===== src/rtl/lcd_multi_field_ctrl.sv =====
// Multi-field numeric LCD controller: converts NUM_FIELDS binary values to blanked decimal
// text and feeds lcd_show_char one character at a time, redrawing only fields that changed.
module lcd_multi_field_ctrl #(
  parameter int NUM_FIELDS = 4,
  parameter int VAL_W      = 8,
  parameter int DIGITS     = 3,
  parameter int X0         = 0,
  parameter int Y0         = 0,
  parameter int CHAR_W     = 8,
  parameter int ROW_H      = 16,
  parameter bit EN_SIZE    = 1'b1
) (
  input  logic                        sys_clk,
  input  logic                        sys_rst_n,
  input  logic                        init_done,
  input  logic                        show_char_done,
  input  logic [NUM_FIELDS*VAL_W-1:0] field_val,
  input  logic                        refresh,
  output logic                        en_size,
  output logic                        show_char_flag,
  output logic [6:0]                  ascii_num,
  output logic [8:0]                  start_x,
  output logic [8:0]                  start_y,
  output logic                        busy,
  output logic                        frame_done
);

  function automatic int pow10(input int n);
    int r;
    r = 1;
    for (int k = 0; k < n; k++) r = r * 10;
    return r;
  endfunction

  localparam int FW = (NUM_FIELDS > 1) ? $clog2(NUM_FIELDS) : 1;
  localparam int BW = 4 * DIGITS;
  localparam int CW = (VAL_W > 1) ? $clog2(VAL_W) : 1;
  localparam logic [31:0] LIMIT = 32'(pow10(DIGITS));

  typedef enum logic [2:0] {IDLE, SCAN, CONV, CHAR, WAIT} state_t;

  state_t                      state_q, state_d;
  logic [NUM_FIELDS-1:0]       force_q, force_d;
  logic [NUM_FIELDS*VAL_W-1:0] shown_q, shown_d;
  logic [VAL_W-1:0]            cur_val_q, cur_val_d;
  logic [FW-1:0]               cur_field_q, cur_field_d;
  logic [FW-1:0]               last_field_q, last_field_d;
  logic                        drawn_q, drawn_d;
  logic                        ovf_q, ovf_d;
  logic [VAL_W-1:0]            bin_q, bin_d;
  logic [BW-1:0]               bcd_q, bcd_d;
  logic [CW-1:0]               cnt_q, cnt_d;
  logic [2:0]                  digit_q, digit_d;
  logic                        flag_q, flag_d;
  logic [6:0]                  ascii_q, ascii_d;
  logic [8:0]                  x_q, x_d;
  logic [8:0]                  y_q, y_d;
  logic                        busy_q, busy_d;
  logic                        frame_q, frame_d;

  logic [NUM_FIELDS-1:0]       dirty;
  logic [BW-1:0]               bcd_adj;
  logic [BW-1:0]               bcd_step;
  logic                        found;
  int                          pick_idx;
  logic [VAL_W-1:0]            pick_val;

  // Leading zeros blank unless this is the units digit; overflow shows '#' everywhere.
  function automatic logic [6:0] char_of(input logic [BW-1:0] b, input logic [2:0] d,
                                         input logic ovf);
    logic [BW-1:0] upper;
    upper = b >> (4 * (DIGITS - 1 - int'(d)));
    if (ovf) return 7'h23;
    if ((int'(d) != DIGITS - 1) && (upper == '0)) return 7'h20;
    return 7'h30 + {3'b000, upper[3:0]};
  endfunction

  function automatic logic [8:0] pos_x(input logic [2:0] d);
    int v;
    v = X0 + int'(d) * CHAR_W;
    return v[8:0];
  endfunction

  function automatic logic [8:0] pos_y(input logic [FW-1:0] f);
    int v;
    v = Y0 + int'(f) * ROW_H;
    return v[8:0];
  endfunction

  always_comb begin
    for (int i = 0; i < NUM_FIELDS; i++) begin
      dirty[i] = force_q[i] | (field_val[i*VAL_W +: VAL_W] != shown_q[i*VAL_W +: VAL_W]);
    end
    bcd_adj = bcd_q;
    for (int d = 0; d < DIGITS; d++) begin
      if (bcd_q[4*d +: 4] >= 4'd5) bcd_adj[4*d +: 4] = bcd_q[4*d +: 4] + 4'd3;
    end
    bcd_step = {bcd_adj[BW-2:0], bin_q[VAL_W-1]};
  end

  // Round-robin search begins one past the field drawn most recently.
  always_comb begin
    found    = 1'b0;
    pick_idx = 0;
    for (int k = 1; k <= NUM_FIELDS; k++) begin
      if (!found && dirty[(int'(last_field_q) + k) % NUM_FIELDS]) begin
        found    = 1'b1;
        pick_idx = (int'(last_field_q) + k) % NUM_FIELDS;
      end
    end
    pick_val = field_val[pick_idx*VAL_W +: VAL_W];
  end

  always_comb begin
    state_d      = state_q;
    force_d      = force_q;
    shown_d      = shown_q;
    cur_val_d    = cur_val_q;
    cur_field_d  = cur_field_q;
    last_field_d = last_field_q;
    drawn_d      = drawn_q;
    ovf_d        = ovf_q;
    bin_d        = bin_q;
    bcd_d        = bcd_q;
    cnt_d        = cnt_q;
    digit_d      = digit_q;
    flag_d       = 1'b0;
    ascii_d      = ascii_q;
    x_d          = x_q;
    y_d          = y_q;
    frame_d      = 1'b0;
    case (state_q)
      IDLE: if (init_done) state_d = SCAN;
      SCAN: begin
        if (!init_done) begin
          force_d = '1;
          state_d = IDLE;
        end else if (found) begin
          cur_field_d       = FW'(pick_idx);
          cur_val_d         = pick_val;
          force_d[pick_idx] = 1'b0;
          ovf_d             = (32'(pick_val) >= LIMIT);
          bin_d             = pick_val;
          bcd_d             = '0;
          cnt_d             = '0;
          state_d           = CONV;
        end else if (drawn_q) begin
          frame_d = 1'b1;
          drawn_d = 1'b0;
        end
      end
      CONV: begin
        bin_d = bin_q << 1;
        bcd_d = bcd_step;
        cnt_d = cnt_q + 1'b1;
        if (cnt_q == CW'(VAL_W - 1)) begin
          state_d = CHAR;
          digit_d = 3'd0;
          flag_d  = 1'b1;
          ascii_d = char_of(bcd_step, 3'd0, ovf_q);
          x_d     = pos_x(3'd0);
          y_d     = pos_y(cur_field_q);
        end
      end
      CHAR: state_d = WAIT;
      WAIT: begin
        if (show_char_done) begin
          if (digit_q == 3'(DIGITS - 1)) begin
            shown_d[int'(cur_field_q)*VAL_W +: VAL_W] = cur_val_q;
            last_field_d = cur_field_q;
            drawn_d      = 1'b1;
            state_d      = SCAN;
          end else begin
            digit_d = digit_q + 3'd1;
            state_d = CHAR;
            flag_d  = 1'b1;
            ascii_d = char_of(bcd_q, digit_q + 3'd1, ovf_q);
            x_d     = pos_x(digit_q + 3'd1);
          end
        end
      end
      default: state_d = IDLE;
    endcase
    if (refresh) force_d = '1;
    busy_d = (state_d == CONV) || (state_d == CHAR) || (state_d == WAIT);
  end

  always_ff @(posedge sys_clk or negedge sys_rst_n) begin
    if (!sys_rst_n) begin
      state_q      <= IDLE;
      force_q      <= '1;
      shown_q      <= '0;
      cur_val_q    <= '0;
      cur_field_q  <= '0;
      last_field_q <= FW'(NUM_FIELDS - 1);
      drawn_q      <= 1'b0;
      ovf_q        <= 1'b0;
      bin_q        <= '0;
      bcd_q        <= '0;
      cnt_q        <= '0;
      digit_q      <= '0;
      flag_q       <= 1'b0;
      ascii_q      <= '0;
      x_q          <= '0;
      y_q          <= '0;
      busy_q       <= 1'b0;
      frame_q      <= 1'b0;
    end else begin
      state_q      <= state_d;
      force_q      <= force_d;
      shown_q      <= shown_d;
      cur_val_q    <= cur_val_d;
      cur_field_q  <= cur_field_d;
      last_field_q <= last_field_d;
      drawn_q      <= drawn_d;
      ovf_q        <= ovf_d;
      bin_q        <= bin_d;
      bcd_q        <= bcd_d;
      cnt_q        <= cnt_d;
      digit_q      <= digit_d;
      flag_q       <= flag_d;
      ascii_q      <= ascii_d;
      x_q          <= x_d;
      y_q          <= y_d;
      busy_q       <= busy_d;
      frame_q      <= frame_d;
    end
  end

  assign en_size        = EN_SIZE;
  assign show_char_flag = flag_q;
  assign ascii_num      = ascii_q;
  assign start_x        = x_q;
  assign start_y        = y_q;
  assign busy           = busy_q;
  assign frame_done     = frame_q;

endmodule


===== config.mk =====
export PLATFORM = sky130hd
export DESIGN_NAME = lcd_multi_field_ctrl
export DESIGN_NICKNAME = d
export VERILOG_FILES = /design/src/rtl/lcd_multi_field_ctrl.sv
export SDC_FILE = /design/constraint.sdc
export NUM_CORES = 1
export LEC_CHECK = 0
export ABC_CLOCK_PERIOD_IN_PS = 4000
export CORE_MARGIN = 2
export CORE_UTILIZATION = 60
export DETAILED_ROUTE_END_ITERATION = 8
export PLACE_DENSITY = 0.94
export SLEW_MARGIN = 20
export SYNTH_ARGS = -nofsm -noshare
export SYNTH_HDL_FRONTEND = slang
export SYNTH_SLANG_ARGS = --single-unit
export TNS_END_PERCENT = 50

===== constraint.sdc =====
create_clock -name sys_clk -period 4 [get_ports sys_clk]
set_input_delay 0.6 -clock sys_clk [delete_from_list [all_inputs] [get_ports sys_clk]]
set_output_delay 0.6 -clock sys_clk [all_outputs]
set_load 0.02 [all_outputs]

==> flow_metrics.py <==
metrics = {
    "power_and_ir_drop": {
        "p_sw_uw": 1659,
        "power_frac_seq": 0.382,
        "leakage_uw": 0.002614,
        "peakVddDrop_v": 0.0002827,
        "comb_power_share": 0.436,
        "p_clk_frac": 0.182,
        "switching_share": 0.4312,
        "internal_power_uw": 2188,
        "powerDensity_nw_per_um2": 659.7,
    },
    "yosys": {
        "async_flop_share": 1.000,
        "yosysWarningCount": 0,
        "syn_avg_cell_area_um2": 8.908,
        "synth-edff-count": 0,
        "yosys_most_used_dff": "dfrtp_1",
        "synth-seq-cells": 89,
        "ys_seq_area_frac": 0.4355,
        "synth_cell_type_count": 60,
        "synthCells": 576,
        "netlist_area_um2": 5131,
    },
    "status": {
        "outcome": "finished clean",
    },
    "route": {
        "first_iter_violations": 571,
        "wl_met3_um": 1360,
        "wl_met1_um": 5191,
        "vias": 4522,
        "wirelength_um": 13690,
        "top_layer": "met4",
        "drcViolationCount": 0,
        "wl_per_cell_um": 18.81,
        "via_per_inst": 6.212,
        "wl_met2_um": 6644,
        "ant_nets": 0,
        "dr.pass1.iters": 6,
    },
    "global_routing": {
        "first_global_vias": 4430,
        "grt_usage": 0.3192,
        "grt-ovfl-total": 0,
        "grt_pass1_wl_um": 22510,
        "grt_max_degree": 63,
        "antenna_found_initial": 0,
    },
    "place": {
        "dp.cells": 713,
        "dp.final_hpwl_um": 9892,
        "port_buffers": 50,
        "gp_congestion": 1.004,
    },
    "setup_path": {
        "path_cells": "clkdlybuf4s50_1 > xor2_1 > nor4_2 > a311o_1 > a21boi_0 > o211a_1 > mux2i_1 > mux2i_1 > mux2_2",
        "r2r_slack_ps": 1100,
        "worst_setup_path_start_kind": "input port",
        "critPathArrivalTime_ps": 3420,
        "end_kind": "register",
        "slowest_stage": "o211a_1",
        "cp_max_fo": 16,
        "path_class": "input port to register",
        "crit_top_cell": "mux2i_1",
        "cp.required_ps": 4240,
        "slowest_delay_ps": 520,
    },
    "cts": {
        "cts_root_buf": "clkbuf_8",
        "clk_path_buf_depth": 2,
        "post_cts_buffers": 0,
        "clock_sinks": 89,
        "cts-resized-gates": 0,
        "cts_buffers": 9,
        "clk_pin_slew_ps": 90,
        "clk_latency_ps": 360,
        "cts_tree": "yes",
        "hold_buffers": 0,
        "htree_levels": 3,
    },
    "sta": {
        "period_share": 0.7949,
        "clock.fmax_mhz": 314.5,
        "grt_setup_unrepaired": "false",
        "slew_violations": 0,
        "setup_viol": 0,
        "setup_tns_ps": 0,
        "maxSlewHeadroom": 0.3460,
        "tightest_slew_ps": 978.8,
        "skew_ps": 16.69,
        "fin_crit_ps": 3179,
        "hold_viol": 0,
    },
    "final_layout": {
        "fin_cells": 728,
        "fillers": 601,
        "seqCellArea_um2": 2235,
        "fin_nets": 673,
        "drive_gt1_frac": 0.07384,
        "final_cell_mix": "nand2_1, dfrtp_1, o21ai_0",
        "n_antenna_cell": 0,
        "multiInputGateArea_um2": 2664,
        "syn_to_final_growth_pct": 13.66,
        "mostFrequentLayoutCell": "nand2_1",
    },
    "flow_run": {
        "maxCapViolations": 0,
    },
    "min_path": {
        "hp-class": "input port to asynchronous set/reset pin",
    },
    "floorplan": {
        "ios": 66,
        "fp.dieH_um": 96.48,
        "start_util": 0.6214,
        "coreArea_um2": 8258,
        "rows": 33,
        "die_w_um": 96.48,
        "die-area_um2": 9307,
    },
}
registers in the layout, summed over array words and instances, names as in the netlist:
| name | flops |
|---|---|
| bcd_q | 12 |
| last_field_q | 2 |
| shown_q | 32 |
| digit_q | 3 |
| start_y | 2 |
| cnt_q | 3 |
| drawn_q | 1 |
| frame_done | 1 |
| busy | 1 |
| show_char_flag | 1 |
| cur_val_q | 8 |
| force_q | 4 |
| bin_q | 8 |
| state_q | 3 |
| ascii_num | 6 |
| cur_field_q | 2 |
cells in the mapped netlist, types with 6 or more instances:
library cell / n / area [um^2]
xnor2_1: 11 / 96.34
buf_4: 16 / 120.1
clkbuf_1: 12 / 45.04
dfstp_2: 6 / 157.7
nor2_1: 31 / 116.4
o211ai_1: 8 / 60.06
inv_1: 15 / 56.30
mux2i_1: 6 / 60.06
dfrtp_1: 83 / 2077
nand3_1: 27 / 135.1
mux2_1: 7 / 78.83
o21ai_1: 7 / 35.03
o21ai_0: 70 / 350.3
a21oi_1: 30 / 150.1
nand2b_1: 6 / 37.54
ha_1: 17 / 212.7
nand2_1: 119 / 446.7
xor2_1: 26 / 227.7
nor3_1: 7 / 35.03
path summary, 6_finish.rpt:
kind | cells after the start | startpoint | end
max | 9 | field_val[27] | cur_val_q[0]
min | 1 | sys_rst_n | shown_q[13]
max reg2reg | 8 | shown_q[27] | cur_val_q[0]
min reg2reg | 2 | force_q[2] | force_q[2]
max in group asynchronous | 2 | sys_rst_n | force_q[2]
min in group sys_clk | 2 | force_q[2] | force_q[2]
cells by family after synthesis:
family / share of synthesized area
XOR/XNOR: 0.06316
other: 0.001464
flip-flops: 0.4355
buffers and inverters: 0.05486
multiplexers: 0.03365
AO/OA/AOI/OAI: 0.1607
adder cells (fa/ha/maj): 0.04145
AND/OR/NAND/NOR: 0.2092
power by group through the flow:
stage / clock [uW] / combinational, uW / sequential [uW]
3_5_place_dp: 0 / 1620 / 1460
5_1_grt: 733 / 1850 / 1500
3_3_place_gp: 0 / 1520 / 1440
2_1_floorplan: 0 / 1150 / 1410
6_report: 701 / 1680 / 1470
4_1_cts: 696 / 1650 / 1450
per-layer routing:
metal | GRT usage | vias up
met1 | 0.4275 | 2134
met5 | 0 | -
met3 | 0.05586 | 60
met2 | 0.5110 | 296
li1 | - | 2032
met4 | 0.1408 | 0
critical path: cells and delay by family:
kind | cells | cell delay, ps
XOR/XNOR | 1 | 170
multiplexers | 3 | 660
buffers and inverters | 1 | 450
AO/OA/AOI/OAI | 3 | 1110
AND/OR/NAND/NOR | 1 | 430
layout make-up:
cell class | instances | area share
flip-flops and latches | 89 | 0.3832
repair buffers | 54 | 0.09054
well taps | 105 | 0.02253
clock buffers | 10 | 0.02360
inverters | 15 | 0.009655
clock inverters | 5 | 0.01373
multi-input cells | 450 | 0.4568
metrics by stage:
stage,hold slack (ps),cell area (um^2),setup WS [ps],total power (uW),utilization
6_report,303.2,5832,820.5,3847,0.7062
5_1_grt,361.2,5832,594.8,4086,0.7062
4_1_cts,331.4,5832,860.9,3804,0.7062
3_5_place_dp,454.6,5614,532.8,3083,0.6798
3_3_place_gp,448.7,5614,561.6,2965,0.6798
2_1_floorplan,304.4,5180,1531,2557,-
No activity file was read; power rests on OpenSTA's default activity.
